--- src/rtl/streamer_pkg.sv ---
// Shared types and constants for the sorted-array streamer.
// Nothing here depends on the STREAMER_ORDER_CHECK_EN macro.
package streamer_pkg;

  localparam int ADDR_W = 8;
  localparam int DATA_W = 8;
  localparam logic [ADDR_W-1:0] SIZE_ADDR = 8'd0;

  typedef enum logic [2:0] {
    ST_IDLE,
    ST_RD_SIZE,
    ST_LATCH_SIZE,
    ST_STREAM,
    ST_DRAIN,
    ST_FIN
  } state_e;

endpackage

--- src/rtl/stream_fifo.sv ---
// Small synchronous FIFO with push/pop/count/head.
// Reset is asynchronous active-low. DEPTH must be a power of two.
module stream_fifo #(
  parameter int WIDTH = 8,
  parameter int DEPTH = 4,
  localparam int PTR_W = $clog2(DEPTH),
  localparam int CNT_W = PTR_W + 1
) (
  input  logic             clk,
  input  logic             rst_n,
  input  logic             push_i,
  input  logic [WIDTH-1:0] push_data_i,
  input  logic             pop_i,
  output logic [WIDTH-1:0] head_o,
  output logic [CNT_W-1:0] count_o,
  output logic             empty_o
);

  logic [WIDTH-1:0] mem_q [DEPTH];
  logic [PTR_W-1:0] wr_idx_q, wr_idx_d;
  logic [PTR_W-1:0] rd_idx_q, rd_idx_d;
  logic [CNT_W-1:0] count_q, count_d;
  logic             full;
  logic             do_push;
  logic             do_pop;

  assign empty_o = (count_q == '0);
  assign full    = (count_q == CNT_W'(DEPTH));
  assign do_pop  = pop_i && !empty_o;
  // A push into a full FIFO is only accepted when a pop frees the slot this cycle.
  assign do_push = push_i && (!full || do_pop);
  assign head_o  = mem_q[rd_idx_q];
  assign count_o = count_q;

  always_comb begin
    wr_idx_d = wr_idx_q;
    rd_idx_d = rd_idx_q;
    count_d  = count_q;
    if (do_push) wr_idx_d = wr_idx_q + 1'b1;
    if (do_pop)  rd_idx_d = rd_idx_q + 1'b1;
    case ({do_push, do_pop})
      2'b10:   count_d = count_q + 1'b1;
      2'b01:   count_d = count_q - 1'b1;
      default: count_d = count_q;
    endcase
  end

  always_ff @(posedge clk or negedge rst_n) begin
    if (!rst_n) begin
      wr_idx_q <= '0;
      rd_idx_q <= '0;
      count_q  <= '0;
    end else begin
      wr_idx_q <= wr_idx_d;
      rd_idx_q <= rd_idx_d;
      count_q  <= count_d;
    end
  end

  always_ff @(posedge clk) begin
    if (do_push) mem_q[wr_idx_q] <= push_data_i;
  end

endmodule

--- src/rtl/sorted_array_streamer.sv ---
// Reads N from address 0 and elements 1..N from the shared memory, streams them out.
// Define STREAMER_ORDER_CHECK_EN to enable the sticky ordering check on sorted_ok.
module sorted_array_streamer
  import streamer_pkg::*;
#(
  parameter int FIFO_DEPTH = 4
) (
  input  logic              clk,
  input  logic              rst_n,
  input  logic              start,
  output logic              rdy,
  output logic              done,
  output logic [ADDR_W-1:0] addr,
  input  logic [DATA_W-1:0] rddata,
  output logic [DATA_W-1:0] out_data,
  output logic              out_valid,
  input  logic              out_ready,
  output logic              out_last,
  output logic              sorted_ok
);

  // state         | meaning
  // ST_IDLE       | rdy=1, waiting for start
  // ST_RD_SIZE    | address 0 presented to memory
  // ST_LATCH_SIZE | capture N, reset pointers and check state
  // ST_STREAM     | issue element reads while FIFO credit allows
  // ST_DRAIN      | all reads issued, wait for the Nth handshake
  // ST_FIN        | one-cycle done pulse

  localparam int CNT_W = $clog2(FIFO_DEPTH) + 1;

  state_e            state_q, state_d;
  logic [DATA_W-1:0] n_q, n_d;
  logic [8:0]        rd_ptr_q, rd_ptr_d;
  logic [8:0]        out_cnt_q, out_cnt_d;
  logic              inflight_q;
  logic              issue;
  logic              hs;
  logic [CNT_W-1:0]  fifo_count;
  logic [DATA_W-1:0] fifo_head;
  logic              fifo_empty;
  logic [CNT_W:0]    occupancy;
  logic              credit_ok;
  logic [8:0]        n_ext;
  logic [8:0]        last_idx;

  stream_fifo #(
    .WIDTH (DATA_W),
    .DEPTH (FIFO_DEPTH)
  ) u_fifo (
    .clk         (clk),
    .rst_n       (rst_n),
    .push_i      (inflight_q),
    .push_data_i (rddata),
    .pop_i       (hs),
    .head_o      (fifo_head),
    .count_o     (fifo_count),
    .empty_o     (fifo_empty)
  );

  assign n_ext     = {1'b0, n_q};
  assign last_idx  = n_ext - 9'd1;
  // Reads in flight already own a FIFO slot, so they count against the credit.
  assign occupancy = {1'b0, fifo_count} + {{CNT_W{1'b0}}, inflight_q};
  assign credit_ok = (occupancy < (CNT_W+1)'(FIFO_DEPTH));

  assign out_valid = !fifo_empty;
  assign out_data  = out_valid ? fifo_head : '0;
  assign out_last  = out_valid && (out_cnt_q == last_idx);
  assign hs        = out_valid && out_ready;
  assign rdy       = (state_q == ST_IDLE);
  assign done      = (state_q == ST_FIN);

  always_comb begin
    state_d   = state_q;
    n_d       = n_q;
    rd_ptr_d  = rd_ptr_q;
    out_cnt_d = out_cnt_q;
    issue     = 1'b0;
    addr      = SIZE_ADDR;
    if (hs) out_cnt_d = out_cnt_q + 9'd1;

    case (state_q)
      ST_IDLE: begin
        if (start) state_d = ST_RD_SIZE;
      end
      ST_RD_SIZE: begin
        state_d = ST_LATCH_SIZE;
      end
      ST_LATCH_SIZE: begin
        n_d       = rddata;
        rd_ptr_d  = 9'd1;
        out_cnt_d = '0;
        state_d   = (rddata == '0) ? ST_FIN : ST_STREAM;
      end
      ST_STREAM: begin
        addr = rd_ptr_q[ADDR_W-1:0];
        if (rd_ptr_q > n_ext) begin
          state_d = ST_DRAIN;
        end else if (credit_ok) begin
          issue    = 1'b1;
          rd_ptr_d = rd_ptr_q + 9'd1;
          if (rd_ptr_q == n_ext) state_d = ST_DRAIN;
        end
      end
      ST_DRAIN: begin
        // Reaching N handshakes implies the FIFO is empty and nothing is in flight.
        if (out_cnt_d == n_ext) state_d = ST_FIN;
      end
      ST_FIN: begin
        state_d = ST_IDLE;
      end
      default: begin
        state_d = ST_IDLE;
      end
    endcase
  end

  always_ff @(posedge clk or negedge rst_n) begin
    if (!rst_n) begin
      state_q    <= ST_IDLE;
      n_q        <= '0;
      rd_ptr_q   <= '0;
      out_cnt_q  <= '0;
      inflight_q <= 1'b0;
    end else begin
      state_q    <= state_d;
      n_q        <= n_d;
      rd_ptr_q   <= rd_ptr_d;
      out_cnt_q  <= out_cnt_d;
      inflight_q <= issue;
    end
  end

`ifdef STREAMER_ORDER_CHECK_EN
  logic [DATA_W-1:0] prev_q, prev_d;
  logic              ok_q, ok_d;

  always_comb begin
    prev_d = prev_q;
    ok_d   = ok_q;
    if (state_q == ST_LATCH_SIZE) begin
      prev_d = '0;
      ok_d   = 1'b1;
    end else if (hs) begin
      prev_d = out_data;
      if ((out_cnt_q != '0) && (out_data < prev_q)) ok_d = 1'b0;
    end
  end

  always_ff @(posedge clk or negedge rst_n) begin
    if (!rst_n) begin
      prev_q <= '0;
      ok_q   <= 1'b1;
    end else begin
      prev_q <= prev_d;
      ok_q   <= ok_d;
    end
  end

  assign sorted_ok = ok_q;
`else
  assign sorted_ok = 1'b1;
`endif

endmodule

--- config.mk ---
export PLATFORM = sky130hd
export DESIGN_NAME = sorted_array_streamer
export DESIGN_NICKNAME = d
export VERILOG_FILES = /design/src/rtl/streamer_pkg.sv /design/src/rtl/stream_fifo.sv /design/src/rtl/sorted_array_streamer.sv
export SDC_FILE = /design/constraint.sdc
export NUM_CORES = 1
export LEC_CHECK = 0
export CORE_MARGIN = 3
export CORE_UTILIZATION = 60
export CTS_BUF_LIST = sky130_fd_sc_hd__clkbuf_16
export CTS_CLUSTER_SIZE = 24
export DETAILED_ROUTE_END_ITERATION = 6
export DONT_BUFFER_PORTS = 1
export GPL_TIMING_DRIVEN = 0
export PLACE_DENSITY = 0.78
export SETUP_SLACK_MARGIN = 0.5
export SYNTH_ARGS = -nofsm -noshare
export SYNTH_HDL_FRONTEND = slang
export SYNTH_HIERARCHICAL = 1
export SYNTH_SLANG_ARGS = --single-unit
--- constraint.sdc ---
create_clock -name clk -period 3.17 [get_ports clk]
set_input_delay 0.1585 -clock clk [delete_from_list [all_inputs] [get_ports clk]]
set_output_delay 0.1585 -clock clk [all_outputs]
set_load 0.005 [all_outputs]
; Yosys cells after proc, flatten, opt, wreduce, memory -nomap -nowiden
; Memory sizes are Yosys's and may differ from the RTL's.
; Index checks and enable logic that the tools add are counted.
[op_classes]
add_sub_neg = 8
order_cmp = 2
n_eq_ne = 17
mux = 20
n_reduce_logical = 14
[op_table]
columns = cell, count
row1 = 2-to-1 mux 9 bit, 4
row2 = adder 9 x 1 -> 9 bit (second input constant), 2
row3 = == test 9 x 8 -> 1 bit, 2
row4 = 2-to-1 mux 3 bit, 6
row5 = one-hot mux 9 bit (2 select lines), 1
row6 = 2-to-1 mux 8 bit, 2
row7 = one-hot mux 3 bit (5 select lines), 1
row8 = == test 3 bit (second input constant), 3
row9 = == test 9 bit, 1
row10 = greater-than comparator 9 x 8 -> 1 bit, 1
row11 = subtractor 8 x 1 -> 9 bit (second input constant), 1
row12 = zero test 8 bit, 1
row13 = != test 2 bit (second input constant), 4
row14 = == test 3 x 2 -> 1 bit (second input constant), 2
row15 = zero test 3 bit, 2
row16 = != test 3 bit (second input constant), 2
row17 = one-hot mux 3 bit (2 select lines), 1
row18 = 2-to-1 mux 1 bit, 5
row19 = adder 2 x 1 -> 2 bit (second input constant), 2
row20 = adder 3 x 1 -> 4 bit, 1
row21 = logical AND 1 bit, 4
row22 = < comparator 4 x 3 -> 1 bit (second input constant), 1
row23 = AND reduction 4 bit, 1
row24 = nonzero test 2 bit, 2
row25 = other kinds (8), 9
[word_totals]
ff_bits = 37
mem_bits_rw = 32
input_bits = 12
output_inout_bits = 21
elab_cells = 70
memories = 1
[mem_list]
columns = memory, depth, word_bits, read_ports, rd_ports_with_merged_regs, write_ports, line_no
row1 = u_fifo.mem_q, 4, 8, 1, 0, 1, stream_fifo.sv:19  ; logic [WIDTH-1:0] mem_q [DEPTH];

; Longest topological paths before layout
[logic_depth]
depth_word = 8
depth_mapped = 12
depth_no_buf = 12

; Modules after synthesis
; Netlist, hierarchy kept.
[by_module_without_submodules]
columns = mod, n_inst, cells_each, area_each_um2
row1 = sorted_array_streamer, 1, 252, 2114.5
row2 = stream_fifo, 1, 79, 1569.0

; Worst setup path before layout
; OpenSTA, ideal clock, no wires.
[synth_path]
path_kind = flip-flop to flip-flop
startpoint = register u_fifo.count_q[0] (netlist: u_fifo/count_o[0])
endpoint = register u_fifo.count_q[2] (netlist: u_fifo/count_o[2])
arrival_time_ns = 2.400
required_time_ns = 3.090
path_slack_ns = 0.690
path_stages_with_launch = 13
synth_period_minus_slack_ns = 2.480
cell_sequence = dfrtp_1 > nor3_1 > inv_1 > nand2_1 > inv_1 > o41a_1 > inv_1 > ha_1 > inv_1 > fa_1 > xor2_1 > nor2_1 > xnor2_1
[synth_via]
elab_chain_cells = 8
word_cells_on_any_way = 14
classes_between = add/sub (2) / eq/ne (3) / mux (1) / reduce/logical (8)
[synth_rtl]
columns = element, line_no
row1 = from (decl), stream_fifo.sv:22  ; logic [CNT_W-1:0] count_q, count_d;
row2 = from (signal assigned), stream_fifo.sv:56  ; count_q <= count_d;
row3 = zero test 3 bit *, stream_fifo.sv:27  ; assign empty_o = (count_q == '0);
row4 = net fifo_empty, sorted_array_streamer.sv:41  ; logic fifo_empty;
row5 = zero test 1 bit *, sorted_array_streamer.sv:67  ; assign out_valid = !fifo_empty;
row6 = net out_valid, sorted_array_streamer.sv:16  ; output logic out_valid,
row7 = logical AND 1 bit *, sorted_array_streamer.sv:70  ; assign hs = out_valid && out_ready;
row8 = net hs, sorted_array_streamer.sv:38  ; logic hs;
row9 = logical AND 1 bit *, stream_fifo.sv:29  ; assign do_pop = pop_i && !empty_o;
row10 = logical OR 1 bit, stream_fifo.sv:31  ; assign do_push = push_i && (!full || do_pop);
row11 = logical AND 1 bit, stream_fifo.sv:31
row12 = == test 2 x 1 -> 1 bit / == test 2 bit (equally long branches), stream_fifo.sv:41  ; case ({do_push, do_pop})
row13 = one-hot mux 3 bit (2 select lines) / nonzero test 2 bit (equally long branches), --
; The timed path passes the listed nets; every way through them passes the cells marked *.
; A chain may end at the register's enable or synchronous reset.

; Worst setup path in the final report
[layout_path]
startpoint = register n_q[1]
endpoint = output port out_last
[layout_via]
elab_chain_cells = 3
[layout_rtl]
columns = element, line_no
row1 = from (decl), sorted_array_streamer.sv:33  ; logic [DATA_W-1:0] n_q, n_d;
row2 = from (signal assigned), sorted_array_streamer.sv:128  ; n_q <= n_d;
row3 = subtractor 8 x 1 -> 9 bit, sorted_array_streamer.sv:62  ; assign last_idx = n_ext - 9'd1;
row4 = == test 9 bit, sorted_array_streamer.sv:69  ; assign out_last = out_valid && (out_cnt_q == last_idx);
row5 = logical AND 1 bit, sorted_array_streamer.sv:69
row6 = to (decl), sorted_array_streamer.sv:18  ; output logic out_last,
; Every way passes these cells.

==> run_results.csv <==
group,metric,value,unit
floorplan,placementRows,27,
worst_setup_path,r2r-end,"u_fifo/count_o[2]",
yosys,seq_area_frac_synth,0.512,
power_and_ir_drop,power_per_cell_area,914,nW/µm²
yosys,syn-num-nets,360,
clock_network,cts.clk_slew.worst_paths,0.06,ns
worst_setup_path,r2r_slack,0.65,ns
timing,maxClockFrequency,388,MHz
timing,slew-limit-headroom,0.601,
drt,drc,0,
timing,setup_viol_count_final,0,
place,place_hpwl,5240,µm
timing,timing.hold.ws,0.0551,ns
timing,setup_tns,0,ns
clock_network,clock-sinks,69,
floorplan,core_region_area,5710,µm²
drt,drtAntennaViolNets,0,
clock_network,clk_latency,0.33,ns
yosys,warning_count_from_the_yosys_run,6,
grt,grt_pass1_wl,13600,µm
grt,antenna_found_initial,0,
drt,first_pass_iteration_count_of_the_detailed_router,4,
floorplan,chip_width,84.4,µm
clock_network,tritoncts,"built",
timing,maxSlewViolCount,0,
hold_path,worstHoldPathCells,3,
place,place.detailed.instances,403,
yosys,synth_enable_flop_cells,32,
grt,global_route.usage.total,0.247,
layout,antenna_cells,0,
worst_setup_path,worstSetupStartpoint,"n_q[1]",
grt,grt_use_met3,0.0471,
yosys,synthDistinctLibCells,52,
grt,grt_use_met1,0.321,
worst_setup_path,crit_type,"flip-flop to output port",
worst_setup_path,worst_setup_path_endpoint,"out_last",
floorplan,boundaryPins,33,
yosys,yosysTopAreaCell,"sky130_fd_sc_hd__edfxtp_1",
yosys,ys_seq_elements,69,
worst_setup_path,start_kind,"flip-flop",
worst_setup_path,rr_startpoint,"u_fifo/count_o[1]",
timing,period_share,0.814,
layout,stdcell_count,436,
floorplan,die-height,84.4,µm
hold_path,worst_hold_path_type,"primary input to flip-flop",
clock_network,htree_num_levels,3,
clock_network,cts-root-buf,"sky130_fd_sc_hd__clkbuf_16",
outcome,result_of_the_run,"completed",
timing,fin_worst_skew,0.00655,ns
power_and_ir_drop,total_power,3.88,mW
place,gp_routability_congestion,0.824,
drt,vias_per_cell,6.03,
timing,finalHoldViolCount,0,
drt,initialDrtViolationCount,169,
layout,synthToLayoutAreaGrowth,15.4,%
clock_network,tritoncts.num_buffers,9,
timing,rsz_0062_raised_after_global_routing,"no",
drt,post_drt_wl_per_cell,18.5,µm
layout,layout_cells_sized_above_1,0.143,
grt,grt_use_met2,0.400,
yosys,yosys.area.top_type_share,0.261,
yosys,dominantRegCellSynth,"sky130_fd_sc_hd__dfrtp_1",
timing,worstMarginPinSlew,0.599,ns
drt,totalWireLength,8070,µm
hold_path,hold_start,"out_ready",
yosys,synth_async_sr_flop_share,0.536,
grt,grt_max_degree,38,
worst_setup_path,setup.worst_path.end_class,"output port",
clock_network,clockBufferDepth,2,
yosys,synthesis.instances,331,
floorplan,fp.dieArea,7120,µm²
yosys,synth.avg_cell_area,11.1,µm²
timing,period_minus_slack,2.58,ns
worst_setup_path,worst-path-max-fanout,2,
grt,global_route.overflow_total,0,
layout,fin_nets,388,
yosys,synth_top_cells_by_area,"sky130_fd_sc_hd__edfxtp_1 26%, sky130_fd_sc_hd__dfrtp_1 25%, sky130_fd_sc_hd__ha_1 5.4%",
grt,first_global_vias,2675,
power_and_ir_drop,power.leakage,1.79,nW
yosys,netlist_area,3680,µm²
floorplan,floorplan.initialDensity,0.645,
power_and_ir_drop,ir_worst_vdd,0.611,mV
grt,grt-busiest-layer,"met2",
worst_setup_path,crit_arrival,2.42,ns
place,port-buffer-count,0,
drt,via_count,2630,
worst_setup_path,worst_ep_required_time,3.01,ns
worst_setup_path,worst-r2r-cell-count,12,
job,cap_viol_max_count,0,
==> cell usage after synthesis, types with 3 or more instances <==
cell / number
sky130_fd_sc_hd__nor2b_1: 9
sky130_fd_sc_hd__nor3_1: 4
sky130_fd_sc_hd__nor4_1: 3
sky130_fd_sc_hd__xnor2_1: 17
sky130_fd_sc_hd__ha_1: 16
sky130_fd_sc_hd__a21oi_1: 11
sky130_fd_sc_hd__nand3_1: 6
sky130_fd_sc_hd__mux4_2: 8
sky130_fd_sc_hd__nand4_1: 7
sky130_fd_sc_hd__inv_1: 24
sky130_fd_sc_hd__nor2_1: 27
sky130_fd_sc_hd__and2_1: 14
sky130_fd_sc_hd__a21o_1: 3
sky130_fd_sc_hd__clkbuf_1: 9
sky130_fd_sc_hd__edfxtp_1: 32
sky130_fd_sc_hd__and3_1: 6
sky130_fd_sc_hd__o21ai_0: 18
sky130_fd_sc_hd__dfrtp_1: 37
sky130_fd_sc_hd__xor2_1: 17
sky130_fd_sc_hd__nand2_1: 23
==> placed cells by master (no fill, tap or decap), drive strengths merged, types with 3 or more instances in the layout <==
cell and count:
nor2 27, mux4 8, dfrtp 37, buf 12
and3 6, edfxtp 32, a21o 3, dlygate4sd3 9
nor2b 9, clkbuf 18, a21oi 11, o21ai 18
and2 14, xnor2 17, nand2 23, nand3 6
nor4 3, xor2 17, nand4 7, ha 16
clkinv 6, nor3 4, inv 24
==> critical path, cell delays in order, from the launching register on <==
cell                       delay (ns)
sky130_fd_sc_hd__dfrtp_2         0.40
sky130_fd_sc_hd__or4_4           0.54
sky130_fd_sc_hd__or4_4           0.45
sky130_fd_sc_hd__xor2_2          0.17
sky130_fd_sc_hd__mux2i_1         0.20
sky130_fd_sc_hd__nand2_1         0.08
sky130_fd_sc_hd__a211oi_2        0.24
==> flip-flops by register name, summed over array words and instances (netlist names) <==
name,flops
inflight_q,1
n_q,8
out_cnt_q,9
rd_ptr_q,9
state_q,3
u_fifo/count_o,3
u_fifo/mem_q,32
u_fifo/rd_idx_q,2
u_fifo/wr_idx_q,2
==> worst min-delay path by stage <==
stage,endpoint,slack (ns)
after floorplan,inflight_q,-0.14
after global placement,out_cnt_q[1],-0.14
after detailed placement,out_cnt_q[1],-0.14
after CTS,out_cnt_q[1],0.08
after global routing,out_cnt_q[1],0.06
final,out_cnt_q[1],0.06
==> report_power, final <==
group	switching, mW	internal (mW)
logic	0.921	0.710
registers	0.196	1.16
clock network	0.372	0.523
==> area by class of cell <==
cell class	instances	area [µm²]
plain buffers	13	57.6
inverters	24	90.1
repair buffers	17	163
clock inverters	7	42.5
flip-flops and latches	69	1890
fillers	378	1460
well taps	72	90.1
multi-input cells	225	1690
clock buffers	9	225
==> cells by family (layout without fill, tap and decap cells) <==
family / count (synthesis) / in the layout / share of synthesized area
AO/OA/AOI/OAI: 50 / 50 / 0.0893
XOR/XNOR: 34 / 34 / 0.0808
buffers and inverters: 37 / 70 / 0.0394
multiplexers: 11 / 11 / 0.0584
AND/OR/NAND/NOR: 111 / 111 / 0.156
adder cells (fa/ha/maj): 18 / 18 / 0.0625
other: 1 / 1 / 0.00102
flip-flops: 69 / 69 / 0.512
==> metrics by stage <==
stage / utilization / area, µm² / setup WS, ns
6_report: 0.744 / 4250 / 0.591
5_1_grt: 0.744 / 4250 / 0.505
4_1_cts: 0.737 / 4210 / 0.507
3_5_place_dp: 0.661 / 3770 / 0.196
3_3_place_gp: 0.661 / 3770 / 0.284
2_1_floorplan: - / 3680 / 0.690
==> repair_timing <==
item,4_1_cts,5_1_grt
endpoints found under the hold margin,77,0
hold buffers,10,0
setup endpoints to repair,4,14
buffers inserted,4,3
pin swaps,3,4
resized for setup,6,13
==> layer usage <==
layer	up-vias	routed length, µm
met5	-	0
met1	1286	3380
met3	17	455
met4	0	233
met2	94	4000
li1	1233	-
No activity file was read; power rests on OpenSTA's default activity.
